## src/rtl/mdu_pkg.sv

```systemverilog
// Shared definitions for the multiply/divide sequencer: ALU operation codes
// understood by the shared ALU, MDU operation encodings and FSM states.
package mdu_pkg;

  // Codes driven on AluOp towards the shared ALU
  localparam logic [3:0] ALU_AND  = 4'b0000;
  localparam logic [3:0] ALU_OR   = 4'b0001;
  localparam logic [3:0] ALU_ADD  = 4'b0010;
  localparam logic [3:0] ALU_SUB  = 4'b0110;
  localparam logic [3:0] ALU_SLT  = 4'b0111;
  localparam logic [3:0] ALU_NOR  = 4'b1100;
  // The ALU is parked on the AND code whenever the MDU does not need it
  localparam logic [3:0] ALU_IDLE = ALU_AND;

  // MDU operation encodings on Op (bit 0 selects divide, bit 1 selects signed)
  localparam logic [1:0] OP_MULTU = 2'b00;
  localparam logic [1:0] OP_DIVU  = 2'b01;
  localparam logic [1:0] OP_MULT  = 2'b10;
  localparam logic [1:0] OP_DIV   = 2'b11;

  // Sequencer states; FIXUP is only reachable in the signed build
  typedef enum logic [1:0] {
    IDLE  = 2'd0,
    CALC  = 2'd1,
    FIXUP = 2'd2
  } mdu_state_e;

endpackage

```

## src/rtl/mdu_iter_ctrl.sv

```systemverilog
// Iteration counter and FSM for the MDU. Runs WIDTH CALC cycles per
// accepted request, optionally one FIXUP cycle (build macro MDU_SIGNED_EN),
// then returns to IDLE with a one-cycle done strobe.
module mdu_iter_ctrl
  import mdu_pkg::*;
#(
  parameter int WIDTH = 32
) (
  input  logic clk,
  input  logic reset_n,
  input  logic start_i,
  input  logic fixup_req_i,
  output logic accept_o,
  output logic calc_o,
  output logic last_iter_o,
  output logic fixup_o,
  output logic done_o,
  output logic busy_o
);

  localparam int CNT_W = $clog2(WIDTH + 1);

  mdu_state_e       state_q, state_d;
  logic [CNT_W-1:0] cnt_q, cnt_d;
  logic             done_q, done_d;
  logic             last_iter;

`ifndef MDU_SIGNED_EN
  // Unsigned-only build never takes the FIXUP path
  logic unused_fixup_req;
  assign unused_fixup_req = fixup_req_i;
`endif

  assign last_iter = (state_q == CALC) && (cnt_q == CNT_W'(WIDTH - 1));

  // State, counter and done-strobe registers
  always_ff @(posedge clk) begin
    if (!reset_n) begin
      state_q <= IDLE;
      cnt_q   <= '0;
      done_q  <= 1'b0;
    end else begin
      state_q <= state_d;
      cnt_q   <= cnt_d;
      done_q  <= done_d;
    end
  end

  // Next-state: accept in IDLE, count CALC iterations, finish after the last
  always_comb begin
    state_d = state_q;
    cnt_d   = cnt_q;
    done_d  = 1'b0;
    case (state_q)
      IDLE: begin
        if (start_i) begin
          state_d = CALC;
          cnt_d   = '0;
        end
      end
      CALC: begin
        cnt_d = cnt_q + CNT_W'(1);
        if (last_iter) begin
`ifdef MDU_SIGNED_EN
          if (fixup_req_i) begin
            state_d = FIXUP;
          end else begin
            state_d = IDLE;
            done_d  = 1'b1;
          end
`else
          state_d = IDLE;
          done_d  = 1'b1;
`endif
        end
      end
      FIXUP: begin
        state_d = IDLE;
        done_d  = 1'b1;
      end
      default: begin
        state_d = IDLE;
      end
    endcase
  end

  // Strobes decoded from the current state for the datapath
  always_comb begin
    accept_o    = (state_q == IDLE) && start_i;
    calc_o      = (state_q == CALC);
    last_iter_o = last_iter;
    fixup_o     = (state_q == FIXUP);
    busy_o      = (state_q != IDLE);
    done_o      = done_q;
  end

endmodule

```

## src/rtl/mdu_sequencer.sv

```systemverilog
// Multi-cycle HI/LO multiply/divide unit. Holds no adder of its own: each
// CALC cycle it drives the shared ALU (AluA/AluB/AluOp) and folds AluResult
// into HI/LO. Shift-add multiply and restoring divide, one bit per cycle.
// Build macro MDU_SIGNED_EN enables signed MULT/DIV with a FIXUP cycle.
module mdu_sequencer
  import mdu_pkg::*;
#(
  parameter int WIDTH = 32
) (
  input  logic             clk,
  input  logic             reset_n,
  input  logic             Start,
  input  logic [1:0]       Op,
  input  logic [WIDTH-1:0] A,
  input  logic [WIDTH-1:0] B,
  output logic [WIDTH-1:0] AluA,
  output logic [WIDTH-1:0] AluB,
  output logic [3:0]       AluOp,
  input  logic [WIDTH-1:0] AluResult,
  output logic             Busy,
  output logic             Done,
  output logic [WIDTH-1:0] HI,
  output logic [WIDTH-1:0] LO
);

  logic [WIDTH-1:0]   hi_q, hi_d, lo_q, lo_d, md_q, md_d;
  logic               is_div_q, is_div_d;
  logic               fix_q, fix_d;
  logic               neg_lo_q, neg_lo_d, neg_hi_q, neg_hi_d;
  logic               accept, calc, last_iter, fixup;
  logic [WIDTH-1:0]   opa, opb, rem_sh;
  logic               carry, ge;
  logic [2*WIDTH-1:0] pair_neg;
  logic [WIDTH-1:0]   alu_a, alu_b;
  logic [3:0]         alu_op;

`ifdef MDU_SIGNED_EN
  function automatic logic [WIDTH-1:0] abs_w(input logic [WIDTH-1:0] v);
    return v[WIDTH-1] ? -v : v;
  endfunction
`else
  // Signedness bit has no meaning without the signed build
  logic unused_op1;
  assign unused_op1 = Op[1];
`endif

  mdu_iter_ctrl #(.WIDTH(WIDTH)) u_ctrl (
    .clk        (clk),
    .reset_n    (reset_n),
    .start_i    (Start),
    .fixup_req_i(fix_q),
    .accept_o   (accept),
    .calc_o     (calc),
    .last_iter_o(last_iter),
    .fixup_o    (fixup),
    .done_o     (Done),
    .busy_o     (Busy)
  );

  // The counter alone decides termination; the datapath does not need it
  logic unused_last_iter;
  assign unused_last_iter = last_iter;

  // Datapath next-state: load on accept, one iteration per CALC, sign fixup
  always_comb begin
    hi_d     = hi_q;
    lo_d     = lo_q;
    md_d     = md_q;
    is_div_d = is_div_q;
    fix_d    = fix_q;
    neg_lo_d = neg_lo_q;
    neg_hi_d = neg_hi_q;
    alu_a    = '0;
    alu_b    = '0;
    alu_op   = ALU_IDLE;
    opa      = A;
    opb      = B;
    carry    = 1'b0;
    rem_sh   = '0;
    ge       = 1'b0;
    pair_neg = '0;
    if (accept) begin
      is_div_d = Op[0];
      hi_d     = '0;
`ifdef MDU_SIGNED_EN
      fix_d = Op[1];
      if (Op[1]) begin
        opa      = abs_w(A);
        opb      = abs_w(B);
        // neg_lo covers quotient or whole product; neg_hi is the remainder sign
        neg_lo_d = A[WIDTH-1] ^ B[WIDTH-1];
        neg_hi_d = Op[0] ? A[WIDTH-1] : (A[WIDTH-1] ^ B[WIDTH-1]);
      end else begin
        neg_lo_d = 1'b0;
        neg_hi_d = 1'b0;
      end
`else
      fix_d    = 1'b0;
      neg_lo_d = 1'b0;
      neg_hi_d = 1'b0;
`endif
      if (Op[0]) begin
        lo_d = opa;
        md_d = opb;
      end else begin
        lo_d = opb;
        md_d = opa;
      end
    end else if (calc) begin
      if (!is_div_q) begin
        alu_a  = hi_q;
        alu_b  = md_q;
        alu_op = ALU_ADD;
        // Carry out of the external adder recovered by wrap-around test
        carry  = (AluResult < hi_q);
        if (lo_q[0]) begin
          hi_d = {carry, AluResult[WIDTH-1:1]};
          lo_d = {AluResult[0], lo_q[WIDTH-1:1]};
        end else begin
          hi_d = {1'b0, hi_q[WIDTH-1:1]};
          lo_d = {hi_q[0], lo_q[WIDTH-1:1]};
        end
      end else begin
        rem_sh = {hi_q[WIDTH-2:0], lo_q[WIDTH-1]};
        alu_a  = rem_sh;
        alu_b  = md_q;
        alu_op = ALU_SUB;
        // The bit shifted out of HI makes the partial remainder exceed D
        ge     = hi_q[WIDTH-1] | (rem_sh >= md_q);
        hi_d   = ge ? AluResult : rem_sh;
        lo_d   = {lo_q[WIDTH-2:0], ge};
      end
    end else if (fixup) begin
      pair_neg = -{hi_q, lo_q};
      if (!is_div_q) begin
        if (neg_lo_q) begin
          hi_d = pair_neg[2*WIDTH-1:WIDTH];
          lo_d = pair_neg[WIDTH-1:0];
        end
      end else begin
        if (neg_lo_q) lo_d = -lo_q;
        if (neg_hi_q) hi_d = -hi_q;
      end
    end
  end

  // HI/LO and operation flags; reset aborts any operation and clears HI/LO
  always_ff @(posedge clk) begin
    if (!reset_n) begin
      hi_q     <= '0;
      lo_q     <= '0;
      is_div_q <= 1'b0;
      fix_q    <= 1'b0;
      neg_lo_q <= 1'b0;
      neg_hi_q <= 1'b0;
    end else begin
      hi_q     <= hi_d;
      lo_q     <= lo_d;
      is_div_q <= is_div_d;
      fix_q    <= fix_d;
      neg_lo_q <= neg_lo_d;
      neg_hi_q <= neg_hi_d;
    end
  end

  // Multiplicand / divisor register, only meaningful while busy
  always_ff @(posedge clk) begin
    md_q <= md_d;
  end

  assign AluA  = alu_a;
  assign AluB  = alu_b;
  assign AluOp = alu_op;
  assign HI    = hi_q;
  assign LO    = lo_q;

endmodule
```

## config.mk

```make
export PLATFORM = sky130hd
export DESIGN_NAME = mdu_sequencer
export DESIGN_NICKNAME = d
export VERILOG_FILES = /design/src/rtl/mdu_pkg.sv /design/src/rtl/mdu_iter_ctrl.sv /design/src/rtl/mdu_sequencer.sv
export SDC_FILE = /design/constraint.sdc
export NUM_CORES = 1
export LEC_CHECK = 0
export BUFFER_PORTS_ARGS = -buffer_cell sky130_fd_sc_hd__buf_4
export CAP_MARGIN = 20
export CORE_UTILIZATION = 58
export CTS_CLUSTER_DIAMETER = 40
export DETAILED_ROUTE_END_ITERATION = 8
export MAX_ROUTING_LAYER = met4
export PLACE_DENSITY_LB_ADDON = 0.2
export RECOVER_POWER = 100
export REMOVE_ABC_BUFFERS = 1
export SYNTH_ARGS = -nofsm -noshare
export SYNTH_HDL_FRONTEND = slang
export SYNTH_SLANG_ARGS = --single-unit
```

## constraint.sdc

```tcl
create_clock -name clk -period 6.7 [get_ports clk]
set_input_delay 1.675 -clock clk [delete_from_list [all_inputs] [get_ports clk]]
set_output_delay 1.675 -clock clk [all_outputs]
set_load 0.005 [all_outputs]
```

==> results of run 1 <==
## tightest hold or removal path: cells and delay by family (launching register included)
kind,cells,cell delay (ns)
AO/OA/AOI/OAI,2,0.16
flip-flops,1,0.33
## power by group through the flow
stage / combinational (mW) / clock (mW) / sequential (mW)
6_report: 0.388 / 0.531 / 0.745
3_5_place_dp: 0.387 / 0 / 0.759
2_1_floorplan: 0.196 / 0 / 0.766
4_1_cts: 0.389 / 0.529 / 0.744
3_3_place_gp: 0.379 / 0 / 0.757
5_1_grt: 0.424 / 0.556 / 0.751
## kinds of logic after synthesis
kind of cell	count (synthesis)	synth area share
adders and majority gates	64	0.0920
xor gates and xnor gates	3	0.00302
AOI/OAI and AO/OA	254	0.238
muxes	158	0.186
and+or+nand+nor	230	0.130
buffers and inverters	154	0.0712
DFF	105	0.278
other	1	0.000431
## per-layer routing
metal  share of wire  global-route usage  up-vias
met5               0                   -        -
met4           0.027               0.113        0
met3           0.057              0.0528       46
met2            0.48               0.499      289
met1            0.44               0.387     3841
li1                -                   -     3935
## cells in the final DEF (no fill, tap or decap), types with 10 or more instances in the layout
master,instances
a21oi_1,53
and2_0,18
and2_1,19
buf_4,127
clkbuf_1,19
clkbuf_4,95
dfxtp_1,72
edfxtp_1,32
ha_1,64
inv_1,69
mux2_2,29
mux2i_1,126
nand2_1,81
nor2_1,41
nor2b_1,36
o2111ai_1,33
o211a_1,31
o211ai_1,34
o21ai_0,10
o221ai_2,30
o22ai_1,32
## flip-flops by register name, indices dropped and copies added, names as in the netlist
signal          flops
u_ctrl.done_o       1
md_q               32
u_ctrl.state_q      1
HI                 32
LO                 32
is_div_q            1
u_ctrl.cnt_q        6
## synth_stat cells (all sizes together), types with 5 or more instances
cell type    n
edfxtp      32
o22ai       32
ha          64
mux2        32
o211a       31
nor2        42
and2        37
inv         69
a21oi       55
dfxtp       73
o21a         5
a21o         8
nor2b       36
mux2i      126
nand4        8
o211ai      34
nand3        9
o221ai      33
o21ai       10
clkbuf      60
buf         25
nand2       81
o2111ai     33
## per-stage QoR
| step | hold WS, ns | power [mW] | std cells | utilization | area [µm²] |
|---|---|---|---|---|---|
| global placement | 0.512 | 1.14 | 1310 | 0.714 | 10400 |
| finish | 0.549 | 1.66 | 1327 | 0.728 | 10600 |
| floorplan | 0.485 | 0.962 | 885 | - | 8340 |
| detailed placement | 0.524 | 1.15 | 1310 | 0.714 | 10400 |
| global route | 0.578 | 1.73 | 1327 | 0.728 | 10600 |
| CTS | 0.538 | 1.66 | 1326 | 0.733 | 10700 |
## layout make-up
| cell class | instances | area, µm² | area share |
|---|---|---|---|
| Clock buffer | 10 | 229 | 0.0215 |
| Multi-Input combinational cell | 711 | 5670 | 0.534 |
| Tap cell | 184 | 230 | 0.0217 |
| Timing Repair Buffer | 242 | 1760 | 0.166 |
| Inverter | 69 | 259 | 0.0244 |
| Sequential cell | 105 | 2430 | 0.228 |
| Clock inverter | 6 | 51.3 | 0.00483 |
## worst max path at each step
stage              end         startpoint  slack [ns]
6_report        LO[23]              Op[0]        1.60
5_1_grt         LO[23]              Op[0]        1.35
4_1_cts        AluA[5]           is_div_q        2.84
3_5_place_dp    HI[14]              Start        2.78
3_3_place_gp    HI[10]              Start        2.87
2_1_floorplan    LO[0]  u_ctrl.state_q[0]        0.71
==> flow_summary.yaml, run 1 <==
pwr:
  power_density_nw_per_um2: 157
  ir_drop_mv: 0.122
  leakage_nw: 4.44
  p_seq_frac: 0.448
  swShare: 0.309
  p_clk_frac: 0.319
  p_switching_mw: 0.515
  p_int_mw: 1.15
  p_comb_frac: 0.233
route:
  drt_wl_total_um: 23700
  avgViaCountPerCell: 6.11
  wl_per_cell_um: 17.9
  vias: 8111
  drc: 0
  ant_nets: 0
  drtIter0Drc: 613
  dr.pass1.iters: 4
floorplan:
  dieArea_um2: 15500
  initial_utilization: 0.596
  core-area_um2: 14600
  ios: 235
  num_rows: 44
  fp.dieW_um: 124
  chipHeight_um: 124
global_routing:
  grt_usage: 0.309
  grt.overflow.total: 0
  antenna_found_initial: 0
  grt_max_degree: 96
  grt_pass1_wl_um: 38200
  grt_pass1_vias: 7601
logic_synthesis:
  avgSynthCellArea_um2: 8.98
  ys_seq_elements: 105
  synthDistinctLibCells: 54
  syn-instance-count: 969
  ys_seq_area_frac: 0.278
  synthArstFlopShare: 0
  synthTopCellsByArea: "dfxtp_1, mux2i_1, edfxtp_1, ha_1, o221ai_2"
  synth_ff_type: "dfxtp_1"
  synth_edf_count: 32
  yosysWarnings: 0
  synth_top_area_share: 0.168
  synth_top_area_cell: "dfxtp_1"
  mappedNetlistArea_um2: 8700
final_layout:
  area_growth_pct: 22.1
  n_antenna_cell: 0
  drive_gt1_frac: 0.266
  fillerInstances: 1168
  num-nets-final: 1303
setup_path:
  crit_path_end_kind: "flip-flop"
  worst_ep_arrival_time_ns: 5.40
  cp.depth: 4
  crit_type: "in2reg"
  crit_required_ns: 7.01
  worst_path_max_delay_cell: "clkbuf_1"
  crit_buf_inv: 1
  cpPeakStageDelay_ns: 2.69
  regToRegEndpoint: "u_ctrl.state_q[0]"
  r2r_cells: 4
  r2r_start: "u_ctrl.state_q[0]"
  worstSetupStartpointType: "input pin"
  critPathTopFamily: "buffers and inverters"
  path_cells: "clkbuf_1, mux2i_1, a21oi_1, o211a_1"
  rrSetupSlack_ns: 3.42
  crit_fanout: 65
place:
  hpwl_um: 16300
  place_ws_ns: 2.78
  gp_congestion: 0.841
  io_buffers: 231
timing:
  min_period_over_period: 0.761
  finClkSkew_ns: 0.0130
  setup_viol: 0
  setup_tns_ns: 0
  slew_headroom: -1.60
  worst_pin_slew_ns: 3.90
  rsz0062_at_grt: "false"
  min_period_ns: 5.10
  hold_viol: 0
  timing.final.ws_setup_ns: 1.60
  max_freq_mhz: 196
  final_max_slew_viol_count: 240
clock_tree:
  hold_buffers: 0
  htree_levels: 3
  ctsResizeCount: 0
  clk_path_buf_depth: 2
  cts_tree: "done"
  insertion_delay_ns: 0.36
  cts-root-buf: "clkbuf_16"
  cts_sinks: 105
  cts_buffers: 9
  post_cts_buffers: 0
  clk_pin_slew_ns: 0.08
min_path:
  worstHoldPathCells: 2
  hold_class: "reg2reg"
  whs_endpoint: "u_ctrl.cnt_q[5]"
  holdCritStartpoint: "u_ctrl.cnt_q[5]"
outcome:
  run_status: "finished, violations left"
  violations: "max-capacitance violations, max-slew violations"
job:
  drv_cap: 4
Power figures use the tool's default switching activity.
==> inputs of run 2 (changes only) <==
--- a/config.mk
+++ b/config.mk
@@ -7,7 +7,7 @@
 export LEC_CHECK = 0
 export BUFFER_PORTS_ARGS = -buffer_cell sky130_fd_sc_hd__buf_4
 export CAP_MARGIN = 20
-export CORE_UTILIZATION = 58
+export CORE_UTILIZATION = 49
 export CTS_CLUSTER_DIAMETER = 40
 export DETAILED_ROUTE_END_ITERATION = 8
 export MAX_ROUTING_LAYER = met4
==> constraint.sdc (replaced) <==
create_clock -name clk -period 4.4 [get_ports clk]
set_input_delay 1.1 -clock clk [delete_from_list [all_inputs] [get_ports clk]]
set_output_delay 1.1 -clock clk [all_outputs]
set_load 0.005 [all_outputs]
==> flow_summary.yaml, run 2 (same netlist as run 1, synthesis figures left out) <==
clock_tree:
  cts_sinks: 105
  insertion_delay_ns: 0.37
  clk_pin_slew_ns: 0.08
  cts_tree: "done"
  htree_levels: 3
  clk_path_buf_depth: 2
  cts-root-buf: "clkbuf_16"
  cts_buffers: 9
  hold_buffers: 0
  ctsResizeCount: 0
  post_cts_buffers: 0
route:
  ant_nets: 0
  highest_layer: "met4"
  drt_wl_total_um: 24100
  wl_per_cell_um: 17.6
  drt-met1-wl_um: 10800
  wl_met3_um: 1320
  drtIter0Drc: 523
  vias: 7949
  met2WireLength_um: 11400
  drc: 0
  dr.pass1.iters: 7
  avgViaCountPerCell: 5.79
final_layout:
  n_antenna_cell: 0
  fin_area_um2: 10600
  area_growth_pct: 22.1
  mostFrequentLayoutCells: "buf_4, mux2i_1, clkbuf_4"
  drive_gt1_frac: 0.258
  fin_cells: 1374
  num-nets-final: 1309
  layout_commonest_cell: "buf_4"
  fillerInstances: 1614
setup_path:
  regToRegEndpoint: "HI[31]"
  setup.worst_path.end: "AluA[15]"
  worstSetupStartpointType: "flip-flop"
  crit_required_ns: 3.30
  crit_fanout: 45
  crit_start: "u_ctrl.state_q[0]"
  cpPeakStageDelay_ns: 0.87
  rrSetupSlack_ns: 1.05
  r2r_cells: 8
  worst_path_max_delay_cell: "dfxtp_1"
  cp.depth: 3
  crit_path_end_kind: "output port"
  crit_type: "reg2out"
  r2r_start: "HI[21]"
  path_cells: "clkbuf_2, nor2b_1, clkbuf_4"
  worst_ep_arrival_time_ns: 2.40
  crit_buf_inv: 2
  critPathTopFamily: "buffers and inverters"
place:
  place_area_um2: 10500
  place_ws_ns: 1.35
  placed_cells: 1357
  hpwl_um: 17200
  gp_congestion: 0.843
  io_buffers: 231
timing:
  hold_viol: 0
  timing.final.ws_setup_ns: 0.897
  finClkSkew_ns: 0.00926
  worst_pin_slew_ns: 2.05
  rsz0062_at_grt: "false"
  min_period_ns: 3.50
  max_freq_mhz: 285
  setup_tns_ns: 0
  min_period_over_period: 0.796
  final_max_slew_viol_count: 96
  slew_headroom: -0.364
  setup_viol: 0
pwr:
  ir_drop_mv: 0.193
  power_mw: 2.55
  leakage_nw: 4.47
  power_density_nw_per_um2: 240
floorplan:
  dieArea_um2: 18300
  initial_utilization: 0.503
  core-area_um2: 17300
  ios: 235
  chipHeight_um: 135
  num_rows: 48
  fp.dieW_um: 135
outcome:
  violations: "max-capacitance violations, max-slew violations"
  run_status: "finished, violations left"
global_routing:
  antenna_found_initial: 0
  grt_pass1_vias: 7273
  grt_usage: 0.274
  grt_pass1_wl_um: 38500
  grt_max_degree: 93
  grt.overflow.total: 0
job:
  drv_cap: 2
min_path:
  hold_class: "reg2reg"
==> run 2: metrics by stage <==
step | hold slack [ns] | utilization
after floorplan | 0.485 | -
after global placement | 0.512 | 0.608
after detailed placement | 0.525 | 0.608
after CTS | 0.535 | 0.624
after global routing | 0.596 | 0.614
final | 0.537 | 0.614
==> run 2: worst register-to-register path: stages (launching register included) <==
cell      delay, ns
dfxtp_1        0.43
ha_1           0.38
nand4_1        0.15
or4_1          0.59
o22a_1         0.23
a21oi_1        0.32
clkbuf_2       0.79
nand4b_1       0.22
o221ai_1       0.11
==> run 2: how the worst min path moves through the flow <==
stage,startpoint,endpoint,slack [ns],depth (start not counted)
after global placement,u_ctrl.cnt_q[5],u_ctrl.cnt_q[5],0.51,2
after floorplan,u_ctrl.cnt_q[5],u_ctrl.state_q[0],0.48,2
after global routing,u_ctrl.cnt_q[5],u_ctrl.state_q[0],0.60,2
final,u_ctrl.cnt_q[5],u_ctrl.cnt_q[5],0.54,2
after detailed placement,u_ctrl.cnt_q[5],u_ctrl.cnt_q[5],0.53,2
after CTS,u_ctrl.cnt_q[5],u_ctrl.cnt_q[5],0.54,2
==> run 2: layout make-up <==
class / instances / area, µm² / area share
multi-input combinational: 711 / 5560 / 0.523
sequential: 105 / 2420 / 0.228
timing repair buffer: 248 / 1820 / 0.171
tap: 225 / 282 / 0.0265
inverter: 69 / 259 / 0.0244
clock buffer: 9 / 225 / 0.0212
clock inverter: 7 / 65.1 / 0.00612
==> run 2: metal layers <==
| metal | vias to the layer above | global-route usage |
|---|---|---|
| li1 | 3954 | - |
| met1 | 3750 | 0.357 |
| met2 | 218 | 0.432 |
| met3 | 27 | 0.0408 |
| met4 | 0 | 0.0949 |
| met5 | - | - |
==> run 2: where the power goes <==
part	total [mW]	leakage [nW]	switching, mW	internal [mW]
Sequential	1.13	0.903	0.0743	1.06
Clock	0.831	0.147	0.428	0.403
Combinational	0.590	3.42	0.291	0.299
Total	2.55	4.47	0.793	1.76
